## config.mk

```make
export PLATFORM = sky130hd
export DESIGN_NAME = lsu_byte_sequencer_flat
export DESIGN_NICKNAME = d
export VERILOG_FILES = /design/src/rtl/lsu_byte_sequencer_if.sv /design/src/rtl/lsu_byte_sequencer.sv /design/src/flat_wrapper.sv
export SDC_FILE = /design/constraint.sdc
export NUM_CORES = 1
export LEC_CHECK = 0
export ABC_CLOCK_PERIOD_IN_PS = 8390
export BUFFER_PORTS_ARGS = -buffer_cell sky130_fd_sc_hd__buf_2
export CAP_MARGIN = 25
export CORE_ASPECT_RATIO = 1.1
export CORE_MARGIN = 2
export CORE_UTILIZATION = 55
export CTS_BUF_LIST = sky130_fd_sc_hd__clkbuf_16
export DETAILED_ROUTE_END_ITERATION = 12
export GPL_TIMING_DRIVEN = 0
export PLACE_DENSITY = 0.8
export SETUP_SLACK_MARGIN = 0.05
export SLEW_MARGIN = 20
export SYNTH_ARGS = -nofsm -noshare
export SYNTH_HDL_FRONTEND = slang
export SYNTH_SLANG_ARGS = --single-unit
```

## constraint.sdc

```tcl
create_clock -name clk -period 8.39 [get_ports clk]
set_clock_uncertainty 0.05 [all_clocks]
set_input_delay 1.2585 -clock clk [delete_from_list [all_inputs] [get_ports clk]]
set_output_delay 1.2585 -clock clk [all_outputs]
set_load 0.02 [all_outputs]
```

## src/rtl/lsu_byte_sequencer_if.sv

```systemverilog
// Request/response and byte-memory signal bundle for lsu_byte_sequencer.
// Latency: none, wiring only. Backpressure: req_ready gates requests, mem_ack stalls bytes.
// Ports: req_* from execute, resp_* back to execute, mem_* to/from the byte-wide data RAM.
interface lsu_byte_sequencer_if #(
  parameter int MEM_AW = 7
);
  logic              req_valid;
  logic              req_ready;
  logic              req_is_ld;
  logic              req_is_st;
  logic [2:0]        req_variant;
  logic [31:0]       req_addr;
  logic [31:0]       req_wdata;
  logic              resp_valid;
  logic [31:0]       resp_rdata;
  logic              resp_err;
  logic              mem_req;
  logic              mem_we;
  logic [MEM_AW-1:0] mem_addr;
  logic [7:0]        mem_wdata;
  logic [7:0]        mem_rdata;
  logic              mem_ack;

  // Sequencer view.
  modport slave (
    input  req_valid, req_is_ld, req_is_st, req_variant, req_addr, req_wdata,
    output req_ready,
    output resp_valid, resp_rdata, resp_err,
    output mem_req, mem_we, mem_addr, mem_wdata,
    input  mem_rdata, mem_ack
  );

  // Execute stage / memory side view.
  modport master (
    output req_valid, req_is_ld, req_is_st, req_variant, req_addr, req_wdata,
    input  req_ready,
    input  resp_valid, resp_rdata, resp_err,
    input  mem_req, mem_we, mem_addr, mem_wdata,
    output mem_rdata, mem_ack
  );
endinterface

```

## src/rtl/lsu_byte_sequencer.sv

```systemverilog
// Splits one load/store into 1, 2 or 4 big-endian byte transactions and returns an extended result.
// Latency: N+1 cycles from accept to resp_valid with a zero-wait RAM, +1 per mem_ack-low cycle; illegal requests answer after 1.
// Backpressure: req_ready only in IDLE (one request outstanding); mem_ack stalls bytes; responses cannot be stalled.
// Ports: clk, reset (async, active-high), bus (lsu_byte_sequencer_if.slave carrying req_*, resp_*, mem_*).
module lsu_byte_sequencer #(
  parameter int MEM_AW = 7
) (
  input  logic                  clk,
  input  logic                  reset,
  lsu_byte_sequencer_if.slave   bus
);

  typedef enum logic [1:0] {
    S_IDLE = 2'd0,
    S_XFER = 2'd1,
    S_RESP = 2'd2
  } state_t;

  state_t      state_q, state_d;
  logic [31:0] addr_q,  addr_d;   // full address kept for the illegal-request echo
  logic [31:0] wdata_q, wdata_d;
  logic [31:0] asm_q,   asm_d;    // load bytes shifted in MSB-first
  logic [1:0]  last_q,  last_d;   // index of the final byte: N-1
  logic [1:0]  k_q,     k_d;      // current byte index
  logic        is_st_q, is_st_d;
  logic        sgn_q,   sgn_d;    // sign-extend the load result
  logic        err_q,   err_d;

  // Store bytes go out MSB-first within the N-byte field.
  logic [1:0]  byte_idx;
  assign byte_idx = last_q - k_q;

  always_ff @(posedge clk or posedge reset) begin
    if (reset) begin
      state_q <= S_IDLE;
      addr_q  <= '0;
      wdata_q <= '0;
      asm_q   <= '0;
      last_q  <= '0;
      k_q     <= '0;
      is_st_q <= 1'b0;
      sgn_q   <= 1'b0;
      err_q   <= 1'b0;
    end else begin
      state_q <= state_d;
      addr_q  <= addr_d;
      wdata_q <= wdata_d;
      asm_q   <= asm_d;
      last_q  <= last_d;
      k_q     <= k_d;
      is_st_q <= is_st_d;
      sgn_q   <= sgn_d;
      err_q   <= err_d;
    end
  end

  always_comb begin
    state_d        = state_q;
    addr_d         = addr_q;
    wdata_d        = wdata_q;
    asm_d          = asm_q;
    last_d         = last_q;
    k_d            = k_q;
    is_st_d        = is_st_q;
    sgn_d          = sgn_q;
    err_d          = err_q;

    bus.req_ready  = 1'b0;
    bus.resp_valid = 1'b0;
    bus.resp_rdata = '0;
    bus.resp_err   = 1'b0;
    bus.mem_req    = 1'b0;
    bus.mem_we     = 1'b0;
    bus.mem_addr   = '0;
    bus.mem_wdata  = '0;

    case (state_q)
      S_IDLE: begin
        bus.req_ready = 1'b1;
        if (bus.req_valid) begin
          addr_d = bus.req_addr;
          if (bus.req_is_ld ^ bus.req_is_st) begin
            wdata_d = bus.req_wdata;
            is_st_d = bus.req_is_st;
            err_d   = 1'b0;
            k_d     = 2'd0;
            asm_d   = '0;
            sgn_d   = 1'b0;
            if (bus.req_is_ld) begin
              case (bus.req_variant)
                3'b000:  begin last_d = 2'd0; sgn_d = 1'b1; end  // LB
                3'b001:  begin last_d = 2'd1; sgn_d = 1'b1; end  // LH
                3'b100:  last_d = 2'd1;                          // LHU
                3'b101:  last_d = 2'd0;                          // LBU
                default: last_d = 2'd3;                          // LW
              endcase
            end else begin
              case (bus.req_variant)
                3'b000:  last_d = 2'd0;                          // SB
                3'b001:  last_d = 2'd1;                          // SH
                default: last_d = 2'd3;                          // SW
              endcase
            end
            state_d = S_XFER;
          end else begin
            // Neither or both directions: answer with an error, no memory access.
            err_d   = 1'b1;
            state_d = S_RESP;
          end
        end
      end

      S_XFER: begin
        bus.mem_req  = 1'b1;
        // Adds in MEM_AW bits so a crossing of the top address wraps to 0.
        bus.mem_addr = addr_q[MEM_AW-1:0] + MEM_AW'(k_q);
        bus.mem_we   = is_st_q;
        if (is_st_q) begin
          bus.mem_wdata = wdata_q[{byte_idx, 3'b000} +: 8];
        end
        if (bus.mem_ack) begin
          if (!is_st_q) begin
            asm_d = {asm_q[23:0], bus.mem_rdata};
          end
          k_d = k_q + 2'd1;
          if (k_q == last_q) begin
            state_d = S_RESP;
          end
        end
      end

      S_RESP: begin
        bus.resp_valid = 1'b1;
        bus.resp_err   = err_q;
        if (err_q) begin
          bus.resp_rdata = addr_q;
        end else if (!is_st_q) begin
          case (last_q)
            2'd0:    bus.resp_rdata = {{24{sgn_q & asm_q[7]}},  asm_q[7:0]};
            2'd1:    bus.resp_rdata = {{16{sgn_q & asm_q[15]}}, asm_q[15:0]};
            default: bus.resp_rdata = asm_q;
          endcase
        end
        state_d = S_IDLE;
      end

      default: state_d = S_IDLE;
    endcase
  end

endmodule

```

## src/flat_wrapper.sv

```systemverilog
// flat-port wrapper written by rule: the top's interface ports become plain ports
module lsu_byte_sequencer_flat 
#(
  parameter int MEM_AW = 7
)
  (clk, reset, bus_req_valid, bus_req_is_ld, bus_req_is_st, bus_req_variant, bus_req_addr, bus_req_wdata, bus_req_ready, bus_resp_valid, bus_resp_rdata, bus_resp_err, bus_mem_req, bus_mem_we, bus_mem_addr, bus_mem_wdata, bus_mem_rdata, bus_mem_ack);
  lsu_byte_sequencer_if #(.MEM_AW(MEM_AW)) bus_i ();
  input  logic clk;
  input  logic reset;
  input wire logic [$bits(bus_i.req_valid)-1:0] bus_req_valid;
  input wire logic [$bits(bus_i.req_is_ld)-1:0] bus_req_is_ld;
  input wire logic [$bits(bus_i.req_is_st)-1:0] bus_req_is_st;
  input wire logic [$bits(bus_i.req_variant)-1:0] bus_req_variant;
  input wire logic [$bits(bus_i.req_addr)-1:0] bus_req_addr;
  input wire logic [$bits(bus_i.req_wdata)-1:0] bus_req_wdata;
  output wire logic [$bits(bus_i.req_ready)-1:0] bus_req_ready;
  output wire logic [$bits(bus_i.resp_valid)-1:0] bus_resp_valid;
  output wire logic [$bits(bus_i.resp_rdata)-1:0] bus_resp_rdata;
  output wire logic [$bits(bus_i.resp_err)-1:0] bus_resp_err;
  output wire logic [$bits(bus_i.mem_req)-1:0] bus_mem_req;
  output wire logic [$bits(bus_i.mem_we)-1:0] bus_mem_we;
  output wire logic [$bits(bus_i.mem_addr)-1:0] bus_mem_addr;
  output wire logic [$bits(bus_i.mem_wdata)-1:0] bus_mem_wdata;
  input wire logic [$bits(bus_i.mem_rdata)-1:0] bus_mem_rdata;
  input wire logic [$bits(bus_i.mem_ack)-1:0] bus_mem_ack;
  assign bus_i.req_valid = bus_req_valid;
  assign bus_i.req_is_ld = bus_req_is_ld;
  assign bus_i.req_is_st = bus_req_is_st;
  assign bus_i.req_variant = bus_req_variant;
  assign bus_i.req_addr = bus_req_addr;
  assign bus_i.req_wdata = bus_req_wdata;
  assign bus_req_ready = bus_i.req_ready;
  assign bus_resp_valid = bus_i.resp_valid;
  assign bus_resp_rdata = bus_i.resp_rdata;
  assign bus_resp_err = bus_i.resp_err;
  assign bus_mem_req = bus_i.mem_req;
  assign bus_mem_we = bus_i.mem_we;
  assign bus_mem_addr = bus_i.mem_addr;
  assign bus_mem_wdata = bus_i.mem_wdata;
  assign bus_i.mem_rdata = bus_mem_rdata;
  assign bus_i.mem_ack = bus_mem_ack;
  lsu_byte_sequencer #(.MEM_AW(MEM_AW)) u_core (.clk(clk), .reset(reset), .bus(bus_i));
endmodule
```

## Yosys cells after proc, flatten, opt, wreduce, memory -nomap -nowiden

Cells that the tools add are included.

| word-level totals | value |
|---|---|
| output and inout port bits | 52 |
| input port bits | 81 |
| logic and storage cells | 72 |
| flip-flop bits (word level) | 105 |

| operators by class | value |
|---|---|
| mux-type cells | 32 |
| $add $sub $neg | 3 |
| bitwise operators | 3 |
| equal/unequal tests | 12 |
| reductions and logical operators | 12 |
| shift operators | 1 |

Operators by type and width:

| cell | count |
|---|---|
| 2-to-1 mux 32 bit | 7 |
| case mux 32 bit (2 select lines) | 2 |
| variable part select 32 x 6 -> 8 bit | 1 |
| 2-to-1 mux 2 bit | 8 |
| 2-to-1 mux 8 bit | 2 |
| case mux 2 bit (2 select lines) | 4 |
| 2-to-1 mux 1 bit | 8 |
| adder 7 x 2 -> 7 bit | 1 |
| 2-to-1 mux 7 bit | 1 |
| == test 3 bit, second input constant | 2 |
| inequality test 2 bit, second input constant | 3 |
| AND reduction 3 bit | 2 |
| OR reduction 2 bit | 3 |
| AND reduction 5 bit | 1 |
| == test 2 x 1 -> 1 bit, second input constant | 2 |
| zero test 2 bit | 2 |
| inequality test 2 x 1 -> 1 bit, second input constant | 2 |
| AND reduction 4 bit | 1 |
| == test 3 x 1 -> 1 bit, second input constant | 1 |
| zero test 3 bit | 1 |
| adder 2 x 1 -> 2 bit, second input constant | 1 |
| bitwise AND 1 bit | 2 |
| == test 2 bit | 1 |
| == test 2 bit, second input constant | 1 |
| 4 further kinds | 4 |

## Depth between registers and ports, before layout

| depth | value |
|---|---|
| depth in word-level cells | 5 |
| gate-level depth with buffers | 6 |

## Worst setup path after synthesis

No wires, ideal clock.

| timing path | value |
|---|---|
| kind | flip-flop to output port |
| start point | register u_core.k_q[0] |
| end point | output bus_mem_addr[6] |
| required time | 7,082 ps |
| path slack | 5,126 ps |
| arrival | 1,956 ps |
| cell stages (with the launch flop) | 7 |
| cells stage by stage | dfrtp_1 > ha_1 > inv_1 > fa_1 > nand3b_1 > or3_1 > a21oi_1 |

| on the way | value |
|---|---|
| longest elaborated chain between the ends | 2 |

Ends and longest elaborated chain:

| what | line | RTL |
|---|---|---|
| start: declaration | lsu_byte_sequencer.sv:24 | `logic [1:0] k_q, k_d;` |
| start signal: assignment | lsu_byte_sequencer.sv:50 | `k_q <= k_d;` |
| adder 7 x 2 -> 7 bit | lsu_byte_sequencer.sv:116 | `bus.mem_addr = addr_q[MEM_AW-1:0] + MEM_AW'(k_q);` |
| 2-to-1 mux 7 bit | lsu_byte_sequencer.sv:77 | `case (state_q)` |
| end: declaration | flat_wrapper.sv:22 | `output wire logic [$bits(bus_i.mem_addr)-1:0] bus_mem_addr;` |

No other way between the ends.

## Worst setup path after layout

| timing path | value |
|---|---|
| start point | register u_core.last_q[0] |
| end point | output bus_mem_wdata[1] |

| on the way | value |
|---|---|
| longest elaborated chain between the ends | 4 |

Ends and longest elaborated chain:

| what | line | RTL |
|---|---|---|
| start: declaration | lsu_byte_sequencer.sv:23 | `logic [1:0] last_q, last_d;` |
| start signal: assignment | lsu_byte_sequencer.sv:49 | `last_q <= last_d;` |
| subtractor 2 bit | lsu_byte_sequencer.sv:31 | `assign byte_idx = last_q - k_q;` |
| variable part select 32 x 6 -> 8 bit | lsu_byte_sequencer.sv:119 | `bus.mem_wdata = wdata_q[{byte_idx, 3'b000} +: 8];` |
| 2-to-1 mux 8 bit | lsu_byte_sequencer.sv:118 | `if (is_st_q) begin` |
| 2-to-1 mux 8 bit | lsu_byte_sequencer.sv:77 |  |
| end: declaration | flat_wrapper.sv:23 | `output wire logic [$bits(bus_i.mem_wdata)-1:0] bus_mem_wdata;` |

No other way between the ends.

==> load_flow_metrics.sql <==
INSERT INTO impl_metrics (metric_group, metric, value, unit) VALUES
('status', 'status', 'complete, no violations', ''),
('global_route', 'grt_pass1_vias', '4133', ''),
('cts', 'cts_tree', 'yes', ''),
('yosys', 'leading_register_cell_type_out_of_synthesis', 'sky130_fd_sc_hd__dfrtp_1', ''),
('cts', 'cts_inserted_buffers', '9', ''),
('worst_setup_path', 'timing.critical_path.to_type', 'output pin', ''),
('yosys', 'yosys_reg_bits', '105', ''),
('placement', 'port_buffers', '132', ''),
('routing', 'drt-vias-per-instance', '5.556', ''),
('worst_setup_path', 'crit_chain', 'clkbuf_1 > inv_1 > ha_1 > xnor3_2 > mux4_2 > nor2b_1 > buf_2', ''),
('global_route', 'globalRouteOverflowTotal', '0', ''),
('yosys', 'cell_type_contributing_the_most_total_cell_area_after_synthesis', 'sky130_fd_sc_hd__dfrtp_1', ''),
('routing', 'vias', '4117', ''),
('routing', 'totalWireLength', '12.20', 'mm'),
('timing', 'final_hold_viol_count', '0', ''),
('worst_setup_path', 'arrival', '2660', 'ps'),
('yosys', 'syn-cell-area', '5074', 'sq um'),
('global_route', 'grt_start_max_net_pins', '81', ''),
('timing', 'layout_worst_path_cycle_share', '47.32', '%'),
('final_layout', 'antennaDiodeCount', '0', ''),
('yosys', 'edff_count_synth', '0', ''),
('timing', 'worstMarginPinSlew', '621.4', 'ps'),
('die', 'dieWidth', '95.58', 'microns'),
('yosys', 'synth_area_leaders', 'sky130_fd_sc_hd__dfrtp_1, sky130_fd_sc_hd__nand2_1, sky130_fd_sc_hd__mux2_2', ''),
('yosys', 'most_frequent_cell_after_synthesis', 'sky130_fd_sc_hd__nand2_1', ''),
('worst_setup_path', 'worstSetupStartpointType', 'flop', ''),
('cts', 'clock-root-buffer', 'sky130_fd_sc_hd__clkbuf_16', ''),
('die', 'floorplan.initialDensity', '56.89', '%'),
('cts', 'cts_resizes', '0', ''),
('yosys', 'postSynth.asyncResetShare', '100.0', '%'),
('cts', 'worstSkewPairLatency', '340', 'ps'),
('timing', 'setup_viol', '0', ''),
('global_route', 'grt_first_pass_wirelength', '19.95', 'mm'),
('timing', 'layout_min_cycle_time', '3970', 'ps'),
('cts', 'post_cts_setup_bufs', '0', ''),
('power', 'static-leakage-power', '0.003171', 'uW'),
('yosys', 'synth_seq_area_share', '51.79', '%'),
('worst_setup_path', 'slowest_cell_delay_on_critical_path', '550', 'ps'),
('routing', 'ant_nets', '0', ''),
('cts', 'h-tree-depth', '3', ''),
('yosys', 'synth_top_area_share', '51.79', '%'),
('yosys', 'net_count_of_the_mapped_netlist', '563', ''),
('die', 'io_pins', '133', ''),
('die', 'num_rows', '36', ''),
('cts', 'post_cts_hold_buffer_count', '0', ''),
('final_layout', 'area.sequential', '2628', 'sq um'),
('final_layout', 'drive_gt1_share', '32.06', '%'),
('yosys', 'yosys_warnings', '0', ''),
('global_route', 'initial_antenna_violation_count', '0', ''),
('placement', 'globalplace.congestion', '0.8306', ''),
('global_route', 'grt.total_usage', '25.41', '%'),
('routing', 'detailed_routing_iterations_pass_1', '4', ''),
('cts', 'tritoncts_num_sinks', '105', ''),
('placement', 'post-place-cells', '725', ''),
('worst_setup_path', 'criticalPathCategory', 'flop to output pin', ''),
('power', 'power_density', '348.9', 'nW/um^2'),
('worst_setup_path', 'crit_path_top_delay_cell', 'sky130_fd_sc_hd__mux4_2', ''),
('placement', 'detailed_place_hpwl', '9.008', 'mm'),
('worst_setup_path', 'critPathRequiredTime', '7080', 'ps'),
('job', 'number_of_maximum_capacitance_violations', '0', ''),
('yosys', 'synth.distinct_cells', '40', ''),
('routing', 'drc', '0', ''),
('timing', 'setup-tns-final', '0', 'ps'),
('final_layout', 'stdcell_area', '6221', 'sq um'),
('timing', 'grt_setup_unrepaired', 'false', ''),
('placement', 'placement.cell_area', '5909', 'sq um'),
('min_path', 'timing.hold.worst.class', 'flop to flop', ''),
('power', 'power.ir.vdd_worst', '179.5', 'uV'),
('timing', 'timing.max_slew.rel_slack', '58.57', '%'),
('final_layout', 'n_fill_cell', '704', ''),
('routing', 'wire_per_inst', '16.47', 'microns');
==> cell usage in the layout (no fill, tap or decap), types with 15 or more instances in the layout <==
cell / instances
sky130_fd_sc_hd__nand2b_1: 18
sky130_fd_sc_hd__nand2_1: 108
sky130_fd_sc_hd__a32o_1: 16
sky130_fd_sc_hd__a22o_1: 41
sky130_fd_sc_hd__buf_2: 135
sky130_fd_sc_hd__dfrtp_1: 105
sky130_fd_sc_hd__mux2_2: 34
sky130_fd_sc_hd__a21oi_1: 18
sky130_fd_sc_hd__clkbuf_1: 27
sky130_fd_sc_hd__o21ai_0: 15
==> sequential cells by signal, summed over array words and instances, names as in the netlist <==
signal / count
u_core.addr_q: 32
u_core.is_st_q: 1
u_core.k_q: 2
u_core.sgn_q: 1
u_core.state_q: 2
u_core.last_q: 2
u_core.err_q: 1
u_core.asm_q: 32
u_core.wdata_q: 32
==> worst paths after layout <==
| path | depth (start not counted) | from | slack (ps) | end |
|---|---|---|---|---|
| max | 7 | u_core.last_q[0]$_DFFE_PP0P_ | 4420 | bus_mem_wdata[1] |
| min | 2 | u_core.addr_q[8]$_DFFE_PP0N_ | 430 | u_core.addr_q[8]$_DFFE_PP0N_ |
| max reg2reg | 6 | u_core.state_q[1]$_DFFE_PP0P_ | 6120 | u_core.wdata_q[11]$_DFFE_PP0P_ |
| min reg2reg | 2 | u_core.addr_q[8]$_DFFE_PP0N_ | 430 | u_core.addr_q[8]$_DFFE_PP0N_ |
| max in group asynchronous | 3 | reset | 6820 | u_core.addr_q[16]$_DFFE_PP0N_ |
| min in group asynchronous | 2 | reset | 820 | u_core.addr_q[22]$_DFFE_PP0N_ |
==> layer usage <==
metal / up-vias / track usage, % / part of all wire, %
li1: 1965 / - / -
met1: 2020 / 34.51 / 44
met2: 121 / 42.31 / 50
met3: 11 / 4.110 / 5.1
met4: 0 / 6.735 / 0.95
met5: - / 0 / 0
==> layout make-up <==
class                           instances  share of cell area (%)
Sequential cell                       105                   42.24
Multi-Input combinational cell        323                   36.06
Timing Repair Buffer                  133                   11.06
Clock buffer                            9                   3.620
Buffer                                 37                   2.474
Tap cell                              114                   2.293
Clock inverter                          7                   1.388
Inverter                               13                  0.8648
==> worst max-delay path: cells and delay by family, from the launching register on <==
kind | cells | cell delay [ps]
and+or+nand+nor | 1 | 150
buffers and inverters | 3 | 580
muxes | 1 | 550
adders and majority gates | 1 | 190
DFF | 1 | 380
xor gates and xnor gates | 1 | 440
==> stage by stage <==
stage / total power (uW) / util, % / worst slack (ps)
3_3_place_gp: 1700 / 65.90 / 3193
6_report: 2171 / 69.75 / 4420
4_1_cts: 2183 / 69.75 / 4392
2_1_floorplan: 1481 / - / 4321
3_5_place_dp: 1747 / 66.26 / 4771
5_1_grt: 2316 / 69.75 / 4241
==> logic make-up (layout without fill, tap and decap cells) <==
kind of cell | Yosys count | after routing | synth area share, %
muxes | 42 | 42 | 11.10
and+or+nand+nor | 174 | 174 | 16.15
buffers and inverters | 50 | 199 | 3.995
xor gates and xnor gates | 5 | 5 | 1.159
AOI/OAI and AO/OA | 98 | 98 | 14.67
DFF | 105 | 105 | 51.79
adders and majority gates | 4 | 4 | 1.134
==> where the power goes <==
group	internal [uW]	leakage (uW)	switching, uW	total [uW]
Combinational	409	0.00170	495	904
Clock	238	0.000150	196	434
Sequential	699	0.00133	133	832
No activity file was read; power rests on OpenSTA's default activity.
